==> src/rtl/alu_result_buffer.sv <==
// alu_result_buffer
//   Sits behind the registered ALU adder. When an op is issued, the adder
//   result and flags become valid one cycle later. This block captures them
//   at that point and queues them in a small FIFO. Writeback drains the FIFO
//   over a valid/ready handshake. The block also keeps sticky carry, overflow
//   and dropped-op status.
//
// Ports
//   elk, rst              clock (rising edge); asynchronous active-high reset
//   issue, issue_sel      op driven into the adder this cycle, and its sel
//   in_ready              an issue this cycle is guaranteed a FIFO slot
//   alu_res/z/c/v         registered adder outputs (valid the cycle after issue)
//   out_valid, out_ready  head-of-FIFO handshake to writeback
//   wb_res/z/c/v/err      head entry fields; all zero while the FIFO is empty
//   sticky_c, sticky_v    carry/overflow seen on any captured supported op
//   drop_err              an issue arrived while in_ready was low
//   clr_sticky            synchronous clear of the three sticky bits
//
// Handshake: an entry transfers on a rising edge where out_valid and
// out_ready are both high. out_valid never depends on out_ready, and the
// head fields stay stable while out_valid=1 and out_ready=0.
module alu_result_buffer #(
    parameter int DEPTH = 4,
    parameter int AW    = 2
) (
    input  logic        elk,
    input  logic        rst,
    input  logic        issue,
    input  logic [2:0]  issue_sel,
    output logic        in_ready,
    input  logic [31:0] alu_res,
    input  logic        alu_z,
    input  logic        alu_c,
    input  logic        alu_v,
    output logic        out_valid,
    input  logic        out_ready,
    output logic [31:0] wb_res,
    output logic        wb_z,
    output logic        wb_c,
    output logic        wb_v,
    output logic        wb_err,
    output logic        sticky_c,
    output logic        sticky_v,
    output logic        drop_err,
    input  logic        clr_sticky
);

    localparam logic [AW-1:0] PTR_ONE = 1;
    localparam logic [AW:0]   CNT_ONE = 1;
    localparam logic [AW+1:0] DEPTH_L = DEPTH[AW+1:0];

    // Entry layout: {res[31:0], z, c, v, err}
    logic [35:0]   mem_q [DEPTH];

    logic [AW-1:0] wr_ptr_q, wr_ptr_d;
    logic [AW-1:0] rd_ptr_q, rd_ptr_d;
    logic [AW:0]   count_q, count_d;
    logic          pend_q, pend_d;
    logic [2:0]    pend_sel_q, pend_sel_d;
    logic          sticky_c_q, sticky_c_d;
    logic          sticky_v_q, sticky_v_d;
    logic          drop_err_q, drop_err_d;

    logic          push, pop, entry_err;
    logic          set_c, set_v, set_drop;
    logic [AW+1:0] occupancy;
    logic [35:0]   head;

    // A slot is reserved for the op still in the pending stage. Because of
    // this, a push into a full FIFO cannot happen.
    always_comb begin
        occupancy = {1'b0, count_q} + {{(AW+1){1'b0}}, pend_q};
        in_ready  = ~rst & (occupancy < DEPTH_L);
    end

    always_comb begin
        push      = pend_q;
        out_valid = (count_q != '0);
        pop       = out_valid & out_ready;
        entry_err = (pend_sel_q != 3'b000);

        wr_ptr_d   = push ? wr_ptr_q + PTR_ONE : wr_ptr_q;
        rd_ptr_d   = pop  ? rd_ptr_q + PTR_ONE : rd_ptr_q;
        count_d    = count_q;
        if (push && !pop) begin
            count_d = count_q + CNT_ONE;
        end else if (!push && pop) begin
            count_d = count_q - CNT_ONE;
        end

        pend_d     = issue & in_ready;
        pend_sel_d = issue_sel;

        // Unsupported ops carry stale adder flags, so they must not feed
        // the sticky status.
        set_c    = push & ~entry_err & alu_c;
        set_v    = push & ~entry_err & alu_v;
        set_drop = issue & ~in_ready;

        // A set in the same edge as a clear wins.
        sticky_c_d = clr_sticky ? set_c    : (sticky_c_q | set_c);
        sticky_v_d = clr_sticky ? set_v    : (sticky_v_q | set_v);
        drop_err_d = clr_sticky ? set_drop : (drop_err_q | set_drop);
    end

    always_ff @(posedge elk or posedge rst) begin
        if (rst) begin
            wr_ptr_q   <= '0;
            rd_ptr_q   <= '0;
            count_q    <= '0;
            pend_q     <= 1'b0;
            pend_sel_q <= 3'b000;
            sticky_c_q <= 1'b0;
            sticky_v_q <= 1'b0;
            drop_err_q <= 1'b0;
        end else begin
            wr_ptr_q   <= wr_ptr_d;
            rd_ptr_q   <= rd_ptr_d;
            count_q    <= count_d;
            pend_q     <= pend_d;
            pend_sel_q <= pend_sel_d;
            sticky_c_q <= sticky_c_d;
            sticky_v_q <= sticky_v_d;
            drop_err_q <= drop_err_d;
        end
    end

    // Storage needs no reset: count gates every read.
    always_ff @(posedge elk) begin
        if (push) begin
            mem_q[wr_ptr_q] <= {alu_res, alu_z, alu_c, alu_v, entry_err};
        end
    end

    always_comb begin
        head   = out_valid ? mem_q[rd_ptr_q] : 36'd0;
        wb_res = head[35:4];
        wb_z   = head[3];
        wb_c   = head[2];
        wb_v   = head[1];
        wb_err = head[0];
    end

    assign sticky_c = sticky_c_q;
    assign sticky_v = sticky_v_q;
    assign drop_err = drop_err_q;

endmodule

==> config.mk <==
export PLATFORM = sky130hd
export DESIGN_NAME = alu_result_buffer
export DESIGN_NICKNAME = d
export VERILOG_FILES = /design/src/rtl/alu_result_buffer.sv
export SDC_FILE = /design/constraint.sdc
export NUM_CORES = 1
export LEC_CHECK = 0
export BUFFER_PORTS_ARGS = -buffer_cell sky130_fd_sc_hd__buf_2
export CAP_MARGIN = 20
export CORE_ASPECT_RATIO = 1.1
export CORE_UTILIZATION = 34
export CTS_BUF_LIST = sky130_fd_sc_hd__clkbuf_2
export CTS_CLUSTER_DIAMETER = 120
export DETAILED_ROUTE_END_ITERATION = 8
export GPL_TIMING_DRIVEN = 0
export HOLD_SLACK_MARGIN = 0.1
export MAX_ROUTING_LAYER = met4
export PLACE_DENSITY = 0.63
export REMOVE_ABC_BUFFERS = 1
export SLEW_MARGIN = 40
export SYNTH_ARGS = -nofsm -noshare
export SYNTH_HDL_FRONTEND = slang
export SYNTH_SLANG_ARGS = --single-unit
==> constraint.sdc <==
create_clock -name elk -period 2.95 [get_ports elk]
set_input_delay 0.59 -clock elk [delete_from_list [all_inputs] [get_ports elk]]
set_output_delay 0.59 -clock elk [all_outputs]
set_load 0.03 [all_outputs]
==> impl_metrics.yaml, run 1 <==
outcome:
  outcome: "finished, final reports clean"
drt:
  via_per_inst: 4.55
  drc: 0
  dr.max_layer_used: "met4"
  drt.antenna.violating_nets: 0
  met2_wirelength_um: 5870
  via_count: 3097
  detail_route.wirelength.met1_um: 5080
  detail_route.wirelength_um: 11500
  detailed_routing_iterations_pass_1: 4
  initialDrtViolationCount: 184
  detail_route.wl_per_cell_um: 17.0
  routed-wl-met3_um: 406
critical_path:
  path_max_fanout: 6
  critical_path.slowest_cell: "sky130_fd_sc_hd__mux4_2"
  largest_incremental_delay_on_the_critical_path_ns: 0.50
  most_frequent_cp_cell: "sky130_fd_sc_hd__buf_6"
  arrival_ns: 2.27
  buffer_and_inverter_count_on_the_worst_path: 3
  path_class: "reg -> out"
  end_kind: "output port"
  crit_required_ns: 2.36
  timing.critical_path.max_delay_family: "multiplexers"
  worstPathCellList: "buf_6 -> clkbuf_16 -> mux4_2 -> and2_4 -> buf_6"
  critical_path.startpoint_type: "register"
cells_and_area:
  antenna_cells: 0
  nFillCells: 1550
  layout-area-overhead-vs-synth_pct: 32.0
  share_of_cells_above_drive_strength_1: 0.469
  design.final.nets: 482
  finish.cell_count_without_fillers: 680
  most-common-layout-cells: "sky130_fd_sc_hd__edfxtp_1 (144), sky130_fd_sc_hd__buf_2 (48), sky130_fd_sc_hd__dlygate4sd3_1 (43)"
  mostFrequentLayoutCell: "sky130_fd_sc_hd__edfxtp_1"
synth:
  synth-compound-area-share: 0.00495
  count_of_warnings_emitted_by_yosys: 0
  mean_cell_area_of_the_mapped_netlist_um2: 21.4
  yosysUniqueCellTypes: 21
  yosys.area_share.xor_xnor: 0.00866
  seq_area_frac_synth: 0.770
  synth_cells: 283
  area_share_of_fa_ha_maj_cells_after_synthesis: 0.0136
  synthSimpleGateAreaFrac: 0.0485
  synthMuxAreaShare: 0.135
  ys_seq_elements: 158
  netlist_area_um2: 6070
  synth_top_family_by_area: "multiplexers"
min_path:
  hold_path.class: "in -> async"
power_and_ir_drop:
  comb_power_share: 0.478
  int_pwr_mw: 5.11
  pwr_density_cell_nw_per_um2: 959
  p_seq_frac: 0.366
  p_clk_frac: 0.156
  power.ir.vdd_worst_v: 0.000568
  power_switching_share: 0.335
  total_leakage_power_nw: 2.89
  netSwitchingPower_mw: 2.57
global_route:
  grt_pass1_wl_um: 17400
  antenna_found_initial: 0
  global_route.overflow_total: 0
  pin_count_of_the_biggest_net_entering_global_routing: 40
  via_count_of_the_first_global_routing_pass: 3338
  grt.total_usage: 0.136
sta:
  tightestPinTransition_ns: 0.526
  slew_headroom: 0.649
  slew_viol_final: 0
  finalClockSkew_ns: 0.0195
  rsz0062_at_grt: "true"
  layout_min_cycle_time_ns: 2.86
  setup_viol: 0
  period_share: 0.970
  achievable-frequency_mhz: 349
  hold_ws_ns: 0.453
  report.final.hold_viol_count: 0
die:
  start_util: 0.351
  die_area_um2: 18400
  placeableCoreArea_um2: 17300
  die_height_um: 142
  core.rowCount: 50
  ios: 84
  fp.dieW_um: 129
cts:
  cts.htree.levels: 4
  clock_insertion_delay_worst_skew_ns: 0.68
  max-clock-path-buffers: 2
  cts_sinks: 158
  cts_tree: "yes"
  cts-buffers-inserted: 17
  path_clk_slew_ns: 0.21
  clk_root_buffer_cell: "sky130_fd_sc_hd__clkbuf_2"
placed_design:
  dp_hpwl_um: 6630
  placement.io_buffers: 83
  placedCellCount: 593
  gpl.final_weighted_congestion: 0.696
job:
  cap_violations: 0
worst register-to-register path, delay by kind of cell (launching register included):
family | cells | cell delay, ns
xor gates and xnor gates | 2 | 0.32
DFF | 1 | 0.46
buffers and inverters | 1 | 0.07
and+or+nand+nor | 3 | 0.94
adders and majority gates | 2 | 0.58
through the flow:
stage          setup slack (ns)  power [mW]  setup TNS, ns   util  instance area, um2
2_1_floorplan            -0.106        4.65          -3.82      -                5990
3_3_place_gp             -0.923        5.37         -32.16  0.388                6700
3_5_place_dp              0.230        5.45              0  0.396                6840
4_1_cts                -0.00588        7.00       -0.00936  0.443                7650
5_1_grt                 -0.0819        8.08          -1.61  0.464                8010
6_report                 0.0886        7.68              0  0.464                8010
power by group through the flow:
stage	logic [mW]	clock network, mW	registers, mW
final	3.67	1.20	2.81
after global routing	3.90	1.34	2.83
after CTS	2.93	1.25	2.81
after detailed placement	2.52	0	2.93
after global placement	2.30	0	3.07
after floorplan	1.70	0	2.95
path summary, 6_finish.rpt:
check                             from           to  slack (ns)  cells past startpoint
setup / recovery           rd_ptr_q[0]   wb_res[21]        0.09                      5
hold / removal                     rst   count_q[2]        0.45                      3
setup reg to reg            count_q[1]   count_q[2]        0.54                      8
hold reg to reg             count_q[2]   count_q[2]        0.52                      1
max in group asynchronous          rst  rd_ptr_q[1]        2.09                      3
min in group elk            count_q[2]   count_q[2]        0.52                      1
synth_stat cells:
cell type / number / area share
sky130_fd_sc_hd__edfxtp_1: 144 / 0.71
sky130_fd_sc_hd__a311oi_1: 1 / 0.0014
sky130_fd_sc_hd__buf_6: 3 / 0.0056
sky130_fd_sc_hd__inv_1: 9 / 0.0056
sky130_fd_sc_hd__o22ai_1: 1 / 0.0010
sky130_fd_sc_hd__buf_2: 5 / 0.0041
sky130_fd_sc_hd__fa_1: 1 / 0.0033
sky130_fd_sc_hd__nand3_1: 3 / 0.0025
sky130_fd_sc_hd__and2_1: 41 / 0.042
sky130_fd_sc_hd__clkbuf_1: 5 / 0.0031
sky130_fd_sc_hd__nand2_1: 2 / 0.0012
sky130_fd_sc_hd__mux4_2: 36 / 0.13
sky130_fd_sc_hd__ha_1: 5 / 0.010
sky130_fd_sc_hd__mux2_2: 1 / 0.0019
sky130_fd_sc_hd__nor2_1: 1 / 0.00062
sky130_fd_sc_hd__o21ai_0: 3 / 0.0025
sky130_fd_sc_hd__or3_1: 1 / 0.0010
sky130_fd_sc_hd__nor3_1: 1 / 0.00082
sky130_fd_sc_hd__xor2_1: 3 / 0.0043
sky130_fd_sc_hd__dfrtp_1: 14 / 0.058
sky130_fd_sc_hd__xnor2_1: 3 / 0.0043
cell type report:
class                           instances  area [um2]  area share
Clock buffer                           20         100      0.0125
Timing Repair Buffer                  144        1370       0.172
Multi-Input combinational cell        103        1380       0.173
Clock inverter                         12         144      0.0180
Inverter                                9        33.8     0.00422
Sequential cell                       158        4680       0.585
Tap cell                              234         293      0.0366
layer usage:
metal,vias to the layer above,GRT usage
met2,73,0.223
met1,1590,0.157
met3,14,0.0391
li1,1420,-
met4,0,0.0526
met5,-,-
sequential cells by signal, indices dropped and copies added, names as in the netlist:
register    flops
mem_q         144
rd_ptr_q        2
drop_err        1
sticky_v        1
sticky_c        1
count_q         3
pend_q          1
wr_ptr_q        2
pend_sel_q      3
cell families (layout without fill, tap and decap cells):
group,count (synthesis),in the layout
AOI/OAI and AO/OA,5,5
xor gates and xnor gates,6,6
adders and majority gates,6,6
buffers and inverters,22,185
DFF,158,158
muxes,37,37
and+or+nand+nor,49,49
timing repair:
| action | in CTS | in global routing |
|---|---|---|
| buffers inserted | 1 | 8 |
| hold endpoints to repair | 163 | 0 |
| resized for setup | 39 | 88 |
| hold buffers | 43 | 0 |
| gates cloned | 0 | 3 |
| setup endpoints to repair | 37 | 35 |
(Power assumes the default switching activity.)
==> run 2, diff against run 1 <==
--- a/config.mk
+++ b/config.mk
@@ -5,17 +5,19 @@
 export SDC_FILE = /design/constraint.sdc
 export NUM_CORES = 1
 export LEC_CHECK = 0
-export BUFFER_PORTS_ARGS = -buffer_cell sky130_fd_sc_hd__buf_2
 export CAP_MARGIN = 20
+export CELL_PAD_IN_SITES_DETAIL_PLACEMENT = 0
+export CELL_PAD_IN_SITES_GLOBAL_PLACEMENT = 1
 export CORE_ASPECT_RATIO = 1.1
 export CORE_UTILIZATION = 34
 export CTS_BUF_LIST = sky130_fd_sc_hd__clkbuf_2
 export CTS_CLUSTER_DIAMETER = 120
 export DETAILED_ROUTE_END_ITERATION = 8
+export DONT_BUFFER_PORTS = 1
 export GPL_TIMING_DRIVEN = 0
 export HOLD_SLACK_MARGIN = 0.1
 export MAX_ROUTING_LAYER = met4
-export PLACE_DENSITY = 0.63
+export PLACE_DENSITY = 0.64
 export REMOVE_ABC_BUFFERS = 1
 export SLEW_MARGIN = 40
 export SYNTH_ARGS = -nofsm -noshare
==> run 2 against run 1 <==
Die area is the same; highest routed layer unchanged; utilization shrank 4.6 points; combinational power shrank 26%; cell count shrank 14%; clock skew grew 0.012 ns; global-route usage shrank 0.054 points; clock power shrank 9%; register-to-register slack lost 0.03 ns.
==> impl_metrics.yaml, run 2 (synthesis gave the netlist of run 1 again) <==
global_route:
  grt.total_usage: 0.135
  met2_grt_util: 0.224
  grt-busiest-layer: "met2"
  global_route.overflow_total: 0
  grt.met1_usage: 0.154
  grt_pass1_wl_um: 16900
  via_count_of_the_first_global_routing_pass: 3074
  pin_count_of_the_biggest_net_entering_global_routing: 40
  antenna_found_initial: 0
  met3_usage: 0.0410
placed_design:
  gpl.final_weighted_congestion: 0.640
  placedCellCount: 510
  placement.io_buffers: 0
  preCtsSetupSlack_ns: 0.495
sta:
  tightestPinTransition_ns: 0.752
  layout_min_cycle_time_ns: 2.76
  finalSetupTns_ns: 0
  worst_slack_ns: 0.187
  rsz0062_at_grt: "true"
  achievable-frequency_mhz: 362
  report.final.hold_viol_count: 0
  finalClockSkew_ns: 0.0317
  slew_viol_final: 0
  period_share: 0.936
  slew_headroom: 0.499
  setup_viol: 0
cts:
  clock_insertion_delay_worst_skew_ns: 0.67
  path_clk_slew_ns: 0.23
  cts_sinks: 158
  cts_tree: "yes"
  max-clock-path-buffers: 2
  cts-buffers-inserted: 17
  clk_root_buffer_cell: "sky130_fd_sc_hd__clkbuf_2"
  cts.htree.levels: 4
critical_path:
  path_max_fanout: 20
  critical_path.startpoint_type: "register"
  worstRegToRegCells: 8
  end_kind: "output port"
  regToRegSetupSlack_ns: 0.51
  path_class: "reg -> out"
  arrival_ns: 2.17
  reg2reg_from: "count_q[1]"
  crit_required_ns: 2.36
  r2r_end: "count_q[2]"
cells_and_area:
  most-common-layout-cells: "sky130_fd_sc_hd__edfxtp_1 (144), sky130_fd_sc_hd__dlygate4sd3_1 (43), sky130_fd_sc_hd__and2_4 (39)"
  antenna_cells: 0
  mostFrequentLayoutCell: "sky130_fd_sc_hd__edfxtp_1"
  layout-area-overhead-vs-synth_pct: 19.1
  design.final.nets: 390
  reg.largest.list: "mem_q (144), count_q (3), pend_sel_q (3)"
  finish.cell_count_without_fillers: 587
  share_of_cells_above_drive_strength_1: 0.334
  top_register: "mem_q"
  largest_register_ff_count: 144
drt:
  detailed_routing_iterations_pass_1: 4
  detail_route.wirelength_um: 11000
  via_count: 2744
  initialDrtViolationCount: 107
  detail_route.wl_per_cell_um: 18.7
  drt.antenna.violating_nets: 0
  via_per_inst: 4.67
  drc: 0
die:
  fp.dieW_um: 129
  die_height_um: 142
  placeableCoreArea_um2: 17300
  die_area_um2: 18400
  core.rowCount: 50
  start_util: 0.351
  ios: 84
power_and_ir_drop:
  total_leakage_power_nw: 2.39
  pwr_density_cell_nw_per_um2: 909
  power.ir.vdd_worst_v: 0.000528
outcome:
  outcome: "finished, final reports clean"
job:
  cap_violations: 0
min_path:
  hold_path.class: "in -> async"
-- run 2: metal layers --
metal,part of all wire,vias to the layer above
met5,0,-
met4,0.0087,0
met3,0.040,5
met2,0.52,61
met1,0.44,1445
li1,-,1233
-- run 2: timing repair --
action                                  4_1_cts  5_1_grt
setup buffers                                 3        0
hold buffers                                 43        0
gates resized for setup                       5       66
gates cloned                                  0        0
endpoints found under the hold margin       163        0
endpoints found under the setup margin       36       34
-- run 2: area by class of cell --
class | instances | area [um2]
fillers | 1573 | 10000
multi-input cells | 103 | 1390
repair buffers | 52 | 606
flip-flops and latches | 158 | 4680
well taps | 234 | 293
clock buffers | 19 | 95.1
inverters | 9 | 33.8
clock inverters | 12 | 123
-- run 2: how the worst max path moves through the flow --
stage | slack (ns) | cells after the start | startpoint | end
after floorplan | -0.11 | 2 | rd_ptr_q[0] | wb_c
after global placement | -0.92 | 2 | rd_ptr_q[0] | wb_c
after detailed placement | 0.49 | 3 | rd_ptr_q[0] | wb_c
after CTS | 0.001 | 3 | rd_ptr_q[0] | wb_res[9]
after global routing | -0.04 | 3 | rd_ptr_q[0] | wb_res[16]
final | 0.19 | 3 | rd_ptr_q[0] | wb_res[16]
-- run 2: metrics by stage --
| step | hold slack [ns] | power (mW) | util | cell area (um2) |
|---|---|---|---|---|
| after floorplan | 0.458 | 4.65 | - | 5990 |
| after global placement | 0.482 | 5.05 | 0.364 | 6280 |
| after detailed placement | 0.512 | 5.14 | 0.373 | 6440 |
| after CTS | 0.260 | 6.41 | 0.414 | 7140 |
| after global routing | 0.304 | 6.93 | 0.418 | 7220 |
| final | 0.383 | 6.57 | 0.418 | 7220 |
-- run 2: power by group --
group          switching [mW]  total [mW]  internal [mW]
clock network           0.710        1.09          0.382
logic                    1.51        2.70           1.18
registers               0.114        2.78           2.66
-- run 2: worst max-delay path, stage by stage (launching register included) --
cell and delay [ns]:
sky130_fd_sc_hd__dfrtp_4 0.50, sky130_fd_sc_hd__buf_12 0.21, sky130_fd_sc_hd__mux4_2 0.51, sky130_fd_sc_hd__and2_2 0.27
